===== src/rtl/pipeline_hazard_ctrl_if.sv =====
// Hazard-control bundle between the MIPS pipeline datapath and the stall/flush sequencer.
// The datapath side (master) reports ID/EX hazard sources; the controller (slave) returns stage controls.
interface pipeline_hazard_ctrl_if;
    logic [4:0] id_rs;
    logic [4:0] id_rt;
    logic       id_use_rs;
    logic       id_use_rt;
    logic       id_reads_hilo;
    logic       ex_mem_read;
    logic [4:0] ex_rw;
    logic       ex_md_start;
    logic       ex_md_is_div;
    logic       exception;

    logic       pc_en;
    logic       ifid_en;
    logic       idex_en;
    logic       exmem_en;
    logic       memwb_en;
    logic       idex_bubble;
    logic       exmem_bubble;
    logic       flush_ifid;
    logic       flush_idex;
    logic       flush_exmem;
    logic       md_busy;
    logic       md_done;
    logic       md_abort;
    // Debug view of the controller FSM: 0=IDLE, 1=MD_BUSY, 2=FLUSH.
    logic [1:0] dbg_state;

    modport master (
        output id_rs, id_rt, id_use_rs, id_use_rt, id_reads_hilo,
               ex_mem_read, ex_rw, ex_md_start, ex_md_is_div, exception,
        input  pc_en, ifid_en, idex_en, exmem_en, memwb_en,
               idex_bubble, exmem_bubble, flush_ifid, flush_idex, flush_exmem,
               md_busy, md_done, md_abort, dbg_state
    );

    modport slave (
        input  id_rs, id_rt, id_use_rs, id_use_rt, id_reads_hilo,
               ex_mem_read, ex_rw, ex_md_start, ex_md_is_div, exception,
        output pc_en, ifid_en, idex_en, exmem_en, memwb_en,
               idex_bubble, exmem_bubble, flush_ifid, flush_idex, flush_exmem,
               md_busy, md_done, md_abort, dbg_state
    );
endinterface


===== src/rtl/pipeline_hazard_ctrl.sv =====
// Central stall/flush sequencer for the 5-stage MIPS pipeline: load-use stalls,
// HI/LO mul/div occupancy tracking and the two-cycle exception/ERET flush.
module pipeline_hazard_ctrl #(
    parameter int DIV_CYCLES = 33,
    parameter int MUL_CYCLES = 3
) (
    input  logic                   clk,
    input  logic                   rset,
    pipeline_hazard_ctrl_if.slave  hz
);
    typedef enum logic [1:0] {
        IDLE    = 2'd0,
        MD_BUSY = 2'd1,
        FLUSH   = 2'd2
    } state_e;

    // Counter is loaded with N-2 so md_done lands N-1 cycles after the issue cycle.
    localparam logic [5:0] DIV_LOAD = 6'(DIV_CYCLES - 2);
    localparam logic [5:0] MUL_LOAD = 6'(MUL_CYCLES - 2);

    state_e     state_q, state_d;
    logic [5:0] cnt_q, cnt_d;
    logic       md_busy_q, md_busy_d;

    logic load_use;
    logic md_hazard;
    logic pc_en, ifid_en, idex_en;
    logic idex_bubble, exmem_bubble;
    logic flush_ifid, flush_idex, flush_exmem;
    logic md_done, md_abort;

    assign load_use = hz.ex_mem_read & (hz.ex_rw != 5'd0) &
                      ((hz.id_use_rs & (hz.id_rs == hz.ex_rw)) |
                       (hz.id_use_rt & (hz.id_rt == hz.ex_rw)));
    assign md_hazard = hz.id_reads_hilo | hz.ex_md_start;

    always_comb begin
        state_d      = state_q;
        cnt_d        = cnt_q;
        pc_en        = 1'b1;
        ifid_en      = 1'b1;
        idex_en      = 1'b1;
        idex_bubble  = 1'b0;
        exmem_bubble = 1'b0;
        flush_ifid   = 1'b0;
        flush_idex   = 1'b0;
        flush_exmem  = 1'b0;
        md_done      = 1'b0;
        md_abort     = 1'b0;

        if (!rset) begin
            if (hz.exception) begin
                flush_ifid  = 1'b1;
                flush_idex  = 1'b1;
                flush_exmem = 1'b1;
                md_abort    = (state_q == MD_BUSY);
                state_d     = FLUSH;
                cnt_d       = 6'd0;
            end else begin
                unique case (state_q)
                    FLUSH: begin
                        // Second flush cycle kills the fetch of the delay slot.
                        flush_ifid = 1'b1;
                        state_d    = IDLE;
                    end
                    MD_BUSY: begin
                        if (md_hazard) begin
                            pc_en        = 1'b0;
                            ifid_en      = 1'b0;
                            idex_en      = 1'b0;
                            exmem_bubble = 1'b1;
                        end else if (load_use) begin
                            pc_en       = 1'b0;
                            ifid_en     = 1'b0;
                            idex_bubble = 1'b1;
                        end
                        if (cnt_q == 6'd0) begin
                            md_done = 1'b1;
                            state_d = IDLE;
                        end else begin
                            cnt_d = cnt_q - 6'd1;
                        end
                    end
                    default: begin
                        if (load_use) begin
                            pc_en       = 1'b0;
                            ifid_en     = 1'b0;
                            idex_bubble = 1'b1;
                        end
                        if (hz.ex_md_start) begin
                            cnt_d   = hz.ex_md_is_div ? DIV_LOAD : MUL_LOAD;
                            state_d = MD_BUSY;
                        end
                    end
                endcase
            end
        end
    end

    assign md_busy_d = (state_d == MD_BUSY);

    always_ff @(posedge clk) begin
        if (rset) begin
            state_q   <= IDLE;
            cnt_q     <= 6'd0;
            md_busy_q <= 1'b0;
        end else begin
            state_q   <= state_d;
            cnt_q     <= cnt_d;
            md_busy_q <= md_busy_d;
        end
    end

    assign hz.pc_en        = pc_en;
    assign hz.ifid_en      = ifid_en;
    assign hz.idex_en      = idex_en;
    // Reserved for future memory wait states; never deasserted in this revision.
    assign hz.exmem_en     = 1'b1;
    assign hz.memwb_en     = 1'b1;
    assign hz.idex_bubble  = idex_bubble;
    assign hz.exmem_bubble = exmem_bubble;
    assign hz.flush_ifid   = flush_ifid;
    assign hz.flush_idex   = flush_idex;
    assign hz.flush_exmem  = flush_exmem;
    assign hz.md_busy      = md_busy_q;
    assign hz.md_done      = md_done;
    assign hz.md_abort     = md_abort;
    assign hz.dbg_state    = state_q;
endmodule

===== src/flat_wrapper.sv =====
// flat-port wrapper written by rule: the top's interface ports become plain ports
module pipeline_hazard_ctrl_flat 
#(
    parameter int DIV_CYCLES = 33,
    parameter int MUL_CYCLES = 3
)
  (clk, rset, hz_id_rs, hz_id_rt, hz_id_use_rs, hz_id_use_rt, hz_id_reads_hilo, hz_ex_mem_read, hz_ex_rw, hz_ex_md_start, hz_ex_md_is_div, hz_exception, hz_pc_en, hz_ifid_en, hz_idex_en, hz_exmem_en, hz_memwb_en, hz_idex_bubble, hz_exmem_bubble, hz_flush_ifid, hz_flush_idex, hz_flush_exmem, hz_md_busy, hz_md_done, hz_md_abort, hz_dbg_state);
  pipeline_hazard_ctrl_if hz_i ();
  input  logic clk;
  input  logic rset;
  input wire logic [$bits(hz_i.id_rs)-1:0] hz_id_rs;
  input wire logic [$bits(hz_i.id_rt)-1:0] hz_id_rt;
  input wire logic [$bits(hz_i.id_use_rs)-1:0] hz_id_use_rs;
  input wire logic [$bits(hz_i.id_use_rt)-1:0] hz_id_use_rt;
  input wire logic [$bits(hz_i.id_reads_hilo)-1:0] hz_id_reads_hilo;
  input wire logic [$bits(hz_i.ex_mem_read)-1:0] hz_ex_mem_read;
  input wire logic [$bits(hz_i.ex_rw)-1:0] hz_ex_rw;
  input wire logic [$bits(hz_i.ex_md_start)-1:0] hz_ex_md_start;
  input wire logic [$bits(hz_i.ex_md_is_div)-1:0] hz_ex_md_is_div;
  input wire logic [$bits(hz_i.exception)-1:0] hz_exception;
  output wire logic [$bits(hz_i.pc_en)-1:0] hz_pc_en;
  output wire logic [$bits(hz_i.ifid_en)-1:0] hz_ifid_en;
  output wire logic [$bits(hz_i.idex_en)-1:0] hz_idex_en;
  output wire logic [$bits(hz_i.exmem_en)-1:0] hz_exmem_en;
  output wire logic [$bits(hz_i.memwb_en)-1:0] hz_memwb_en;
  output wire logic [$bits(hz_i.idex_bubble)-1:0] hz_idex_bubble;
  output wire logic [$bits(hz_i.exmem_bubble)-1:0] hz_exmem_bubble;
  output wire logic [$bits(hz_i.flush_ifid)-1:0] hz_flush_ifid;
  output wire logic [$bits(hz_i.flush_idex)-1:0] hz_flush_idex;
  output wire logic [$bits(hz_i.flush_exmem)-1:0] hz_flush_exmem;
  output wire logic [$bits(hz_i.md_busy)-1:0] hz_md_busy;
  output wire logic [$bits(hz_i.md_done)-1:0] hz_md_done;
  output wire logic [$bits(hz_i.md_abort)-1:0] hz_md_abort;
  output wire logic [$bits(hz_i.dbg_state)-1:0] hz_dbg_state;
  assign hz_i.id_rs = hz_id_rs;
  assign hz_i.id_rt = hz_id_rt;
  assign hz_i.id_use_rs = hz_id_use_rs;
  assign hz_i.id_use_rt = hz_id_use_rt;
  assign hz_i.id_reads_hilo = hz_id_reads_hilo;
  assign hz_i.ex_mem_read = hz_ex_mem_read;
  assign hz_i.ex_rw = hz_ex_rw;
  assign hz_i.ex_md_start = hz_ex_md_start;
  assign hz_i.ex_md_is_div = hz_ex_md_is_div;
  assign hz_i.exception = hz_exception;
  assign hz_pc_en = hz_i.pc_en;
  assign hz_ifid_en = hz_i.ifid_en;
  assign hz_idex_en = hz_i.idex_en;
  assign hz_exmem_en = hz_i.exmem_en;
  assign hz_memwb_en = hz_i.memwb_en;
  assign hz_idex_bubble = hz_i.idex_bubble;
  assign hz_exmem_bubble = hz_i.exmem_bubble;
  assign hz_flush_ifid = hz_i.flush_ifid;
  assign hz_flush_idex = hz_i.flush_idex;
  assign hz_flush_exmem = hz_i.flush_exmem;
  assign hz_md_busy = hz_i.md_busy;
  assign hz_md_done = hz_i.md_done;
  assign hz_md_abort = hz_i.md_abort;
  assign hz_dbg_state = hz_i.dbg_state;
  pipeline_hazard_ctrl #(.DIV_CYCLES(DIV_CYCLES), .MUL_CYCLES(MUL_CYCLES)) u_core (.clk(clk), .rset(rset), .hz(hz_i));
endmodule

===== config.mk =====
export PLATFORM = sky130hd
export DESIGN_NAME = pipeline_hazard_ctrl_flat
export DESIGN_NICKNAME = d
export VERILOG_FILES = /design/src/rtl/pipeline_hazard_ctrl_if.sv /design/src/rtl/pipeline_hazard_ctrl.sv /design/src/flat_wrapper.sv
export SDC_FILE = /design/constraint.sdc
export NUM_CORES = 1
export LEC_CHECK = 0
export CAP_MARGIN = 5
export CELL_PAD_IN_SITES_DETAIL_PLACEMENT = 0
export CELL_PAD_IN_SITES_GLOBAL_PLACEMENT = 1
export CORE_UTILIZATION = 25
export CTS_CLUSTER_DIAMETER = 150
export CTS_CLUSTER_SIZE = 10
export DETAILED_ROUTE_END_ITERATION = 7
export PLACE_DENSITY = 0.87
export SYNTH_ARGS = -nofsm -noshare
export SYNTH_HDL_FRONTEND = slang
export SYNTH_SLANG_ARGS = --single-unit

===== constraint.sdc =====
create_clock -name clk -period 2.1 [get_ports clk]
set_clock_uncertainty 0.15 [all_clocks]
set_input_delay 0.525 -clock clk [delete_from_list [all_inputs] [get_ports clk]]
set_output_delay 0.525 -clock clk [all_outputs]
set_load 0.03 [all_outputs]

Word level (Yosys, flattened, before mapping)
Cells that the tools add are included.
{ "totals": {"ram_bits": 0, "ff_bits": 9, "latch_bits": 0, "out_inout_bits": 15, "mem_bits_ro": 0, "mem_count": 0, "wordCells": 60} }
{ "op_classes": {"shifts": 0, "add_sub_neg": 1, "n_eq_ne": 6, "div": 0, "multipliers": 0, "bitwise": 7, "order_cmp": 0, "muxes": 38, "reduce_logical": 5} }
{ "op_table": {"columns": ["cell", "count"], "rows": [
  ["1-bit 2-to-1 mux", 27],
  ["6-bit 2-to-1 mux", 2],
  ["6-bit one-hot mux with 2 select lines", 1],
  ["5-bit equality test", 2],
  ["2-bit 2-to-1 mux", 4],
  ["6-bit logical NOT", 1],
  ["6-bit by 1-bit subtractor with 6-bit output (second input constant)", 1],
  ["5-bit 2-to-1 mux", 1],
  ["5-bit nonzero test", 1],
  ["1-bit bitwise AND", 4],
  ["2-bit by 1-bit equality test with 1-bit output (second input constant)", 2],
  ["1-bit one-hot mux with 2 select lines", 2],
  ["2-bit one-hot mux with 2 select lines", 1],
  ["3-bit AND reduction", 1],
  ["2-bit equality test (second input constant)", 1],
  ["2-bit != test (second input constant)", 1],
  ["1-bit bitwise OR", 2],
  ["2-bit nonzero test", 1],
  ["2-bit OR reduction", 1],
  ["1-bit inverter", 1]
]} }

Depth between registers and ports, before layout
{ "logic_depth": {"depth_word": 9, "depth_mapped": 7, "mapped_depth_nobuf": 6} }

Least setup slack after synthesis
OpenSTA, ideal clock, no wires.
{ "synth_path": {"path_kind": "register -> output", "start": "register u_core.state_q[0], in the netlist u_core.hz.dbg_state[0]", "end": "output hz_pc_en", "n_path_buf": 1, "path_stages_with_launch": 7, "arrival_ns": 1.949, "slack_ns": -0.524, "cell_sequence": "dfxtp_1 -> inv_1 -> ha_1 -> a21o_1 -> a221o_1 -> a21o_1 -> buf_4"} }
{ "synth_via": {"elab_chain_cells": 4, "elab_cells_between_ends": 5} }
{ "synth_lines": {"columns": ["element", "line_no", "source"], "rows": [
  ["start, declared", "pipeline_hazard_ctrl.sv:21", "state_e state_q, state_d;"],
  ["start signal, assigned", "pipeline_hazard_ctrl.sv:108", "state_q <= state_d;"],
  ["2-bit by 1-bit equality test with 1-bit output or 2-bit equality test (tied branches)", null, null],
  ["1-bit one-hot mux with 2 select lines (*)", null, null],
  ["1-bit 2-to-1 mux (*) (2 in series)", null, null],
  ["end, declared", "flat_wrapper.sv:21", "output wire logic [$bits(hz_i.pc_en)-1:0] hz_pc_en;"]
]} }
Every way passes the cells marked *; elsewhere a longest branch is shown, timed or not.

Final worst setup path
{ "layout_path": {"start": "register u_core.state_q[1], in the netlist u_core.hz.dbg_state[1]", "end": "output hz_pc_en"} }
{ "layout_via": {"elab_chain_cells": 4, "elab_cells_between_ends": 5} }
{ "layout_lines": {"columns": ["element", "line_no", "source"], "rows": [
  ["2-bit by 1-bit equality test with 1-bit output or 2-bit equality test (tied branches)", "pipeline_hazard_ctrl.sv:60", "unique case (state_q)"],
  ["1-bit one-hot mux with 2 select lines (*)", "pipeline_hazard_ctrl.sv:60", null],
  ["1-bit 2-to-1 mux (*)", "pipeline_hazard_ctrl.sv:52", "if (hz.exception) begin"],
  ["1-bit 2-to-1 mux (*)", "pipeline_hazard_ctrl.sv:51", "if (!rset) begin"]
]} }
Marked as above.

==> impl_metrics.tcl <==
set metrics [dict create \
    crit_path_start_kind "flip-flop" \
    synthDistinctLibCells 39 \
    cts-buffers-inserted 3 \
    max-cap-violations 0 \
    cts_tree "built" \
    path_max_fanout 4 \
    syn-mean-instance-area_um2 7.774 \
    synth-async-reset-ratio_pct 0 \
    ys_dominant_reg_cell "sky130_fd_sc_hd__dfxtp_1" \
    yosys_register_bits 9 \
    numPlacedInstances 202 \
    ys_seq_area_share_pct 22.50 \
    postSynthCellCount 103 \
    core_region_area_mm2 0.003053 \
    rsz_0062_raised_after_global_routing "yes" \
    fin_crit_ns 2.450 \
    grt_pass1_vias 1000 \
    floorplan.die_area_mm2 0.003433 \
    finalWeightedCongestion 0.8337 \
    die_width_um 58.60 \
    fmax_ghz 0.4082 \
    irDropWorstVdd_uv 148.9 \
    boundaryPins 39 \
    cts-hold-fix-buffers 0 \
    static-leakage-power_nw 0.6937 \
    drt_pass1_iterations 4 \
    final_layout_size_suffix_gt1_share_pct 52.63 \
    hold_class "primary input to flip-flop" \
    end_kind "output port" \
    number_of_antenna_cells_inserted 0 \
    finalWorstSetupSlack_ns -0.3499 \
    global_route_wire_length_before_repair_um 4195 \
    post_drt_via_cell_ratio 4.609 \
    via_count 991 \
    setup_total_negative_slack_ns -1.177 \
    area.growth.synth_to_final_pct 97.34 \
    synth.cell_area_um2 800.8 \
    slowest_delay_ns 0.35 \
    insertion_delay_ns 0.27 \
    placed_area_mm2 0.001395 \
    critPathKind "flip-flop to output port" \
    ctsRootBufferMaster "sky130_fd_sc_hd__clkbuf_4" \
    fp.dieH_um 58.60 \
    postRouteAntennaNets 0 \
    power_per_cell_area_mw_per_mm2 396.0 \
    critical-path-top-cell-by-count "sky130_fd_sc_hd__buf_6" \
    detail_route.drc_violations 0 \
    portBuffers 36 \
    num_rows 20 \
    ctsHtreeMaxLevel 1 \
    mostFrequentLayoutCell "sky130_fd_sc_hd__buf_4" \
    number_of_synthesized_flops_with_an_enable_pin 0 \
    worst_ep_arrival_time_ns 1.77 \
    grt_max_degree 10 \
    fin_nets 199 \
    hpwlAfterDp_um 2042 \
    clkSlewWorstSetupHoldPaths_ns 0.07 \
    violations "setup timing" \
    final_hold_violating_endpoints 0 \
    cts_max_path_buffers 2 \
    postRouteWirelength_um 2625 \
    grt_overflow_total 0 \
    cts.sink_count 9 \
    synth-warning-count 0 \
    layout.core_utilization_pct 51.76 \
    design_area_mm2 0.001580 \
    layout_common_cells "sky130_fd_sc_hd__buf_4, sky130_fd_sc_hd__buf_6, sky130_fd_sc_hd__dfxtp_1" \
    finalCritPeriodShare_pct 116.7 \
    final_non_filler_cells 215 \
    worstPathCellList "buf_6 > ha_4 > a21o_1 > a221o_1 > a21o_4 > buf_6" \
    outcome "finished, violations left" \
    routedWlPerCell_um 12.21 \
    initial_utilization_pct 26.23 \
    slowest_stage "sky130_fd_sc_hd__dfxtp_4" \
    antenna_violations_before_repair 0 \
    grt_use_total_pct 16.19 \
    worst_ep_required_time_ns 1.42 \
    drv_slew 0 \
    first_iter_violations 66 \
    final-setup-viol-count 5 \
]
registers in the layout, indices dropped and copies added (netlist names):
register / count
u_core.hz.dbg_state: 2
u_core.cnt_q: 6
u_core.hz.md_busy: 1
worst max-delay path: cells and delay by family, from the launching register on:
family	cells	cell delay, ns
AOI/OAI and AO/OA	3	0.68
DFF	1	0.35
buffers and inverters	2	0.25
adders and majority gates	1	0.22
Yosys cell counts, drive strengths merged (2+ instances only):
| master | instances | area share (%) |
|---|---|---|
| ha | 3 | 4.7 |
| nand2b | 2 | 1.6 |
| nor2 | 7 | 3.3 |
| or2 | 2 | 1.6 |
| xnor2 | 3 | 3.3 |
| nand3 | 3 | 1.9 |
| buf | 4 | 3.8 |
| xor2 | 8 | 8.8 |
| nor4 | 3 | 3.1 |
| mux2i | 2 | 2.5 |
| a21oi | 6 | 3.8 |
| a21o | 5 | 4.7 |
| inv | 9 | 4.2 |
| dfxtp | 9 | 22 |
| clkbuf | 2 | 0.94 |
| and2 | 3 | 2.3 |
| or4 | 2 | 2.3 |
| nand2 | 6 | 2.8 |
| nor3 | 5 | 3.8 |
| o21ai | 6 | 3.7 |
through the flow:
stage / hold slack [ns] / power [mW] / worst slack, ns
final: 0.4003 / 0.6258 / -0.3499
after global routing: 0.3930 / 0.6651 / -0.4039
after CTS: 0.4062 / 0.6267 / -0.3521
after detailed placement: 0.3696 / 0.4590 / -0.7796
after global placement: 0.3574 / 0.4508 / -0.7712
after floorplan: 0.3498 / 0.3307 / -0.2058
area by class of cell:
| cell class | count | area (µm²) |
|---|---|---|
| repair buffers | 69 | 593.1 |
| flip-flops and latches | 9 | 187.7 |
| inverters | 9 | 38.79 |
| fillers | 318 | 1473 |
| well taps | 44 | 55.05 |
| clock buffers | 3 | 22.52 |
| clock inverters | 1 | 5.005 |
| multi-input cells | 80 | 678.2 |
power breakdown:
| part | switching [mW] | leakage (nW) | total [mW] | internal [mW] |
|---|---|---|---|---|
| combinational | 0.139 | 0.601 | 0.297 | 0.158 |
| clock | 0.0709 | 0.0177 | 0.141 | 0.0705 |
| sequential | 0.00977 | 0.0748 | 0.188 | 0.178 |
| total | 0.220 | 0.694 | 0.626 | 0.406 |
worst paths after layout:
kind / from / slack, ns / end / depth (start not counted)
worst max-delay path: u_core.hz.dbg_state[1] / -0.35 / hz_pc_en / 6
worst max register to register: u_core.hz.dbg_state[1] / 0.13 / u_core.cnt_q[5] / 9
worst min register to register: u_core.cnt_q[3] / 0.41 / u_core.cnt_q[3] / 2
worst min-delay path: rset / 0.40 / u_core.hz.dbg_state[1] / 3
cells by family (layout without fill, tap and decap cells):
logic type / Yosys count / after routing / synth area share, %
AND/OR/NAND/NOR: 36 / 36 / 25.00
XOR/XNOR: 11 / 11 / 12.03
adder cells (fa/ha/maj): 3 / 3 / 4.688
multiplexers: 2 / 2 / 2.500
other: 1 / 2 / 0.4683
flip-flops: 9 / 9 / 22.50
buffers and inverters: 15 / 82 / 8.906
AO/OA/AOI/OAI: 26 / 26 / 23.91
metal layers:
metal / wire (µm) / vias to the layer above / share of wire (%) / global-route usage, %
met1: 951 / 453 / 36 / 15.93
met2: 1483 / 44 / 56 / 33.99
li1: - / 491 / - / -
met3: 161 / 3 / 6.1 / 3.736
met4: 29 / 0 / 1.1 / 2.721
met5: 0 / - / 0 / 0
repair_timing:
item                                   in CTS  in global routing
endpoints found under the hold margin       0                  0
resized for setup                          89                 13
pin swaps                                  18                  7
setup endpoints to repair                  11                  7
buffers inserted                            8                  2
No activity file was read; power rests on OpenSTA's default activity.
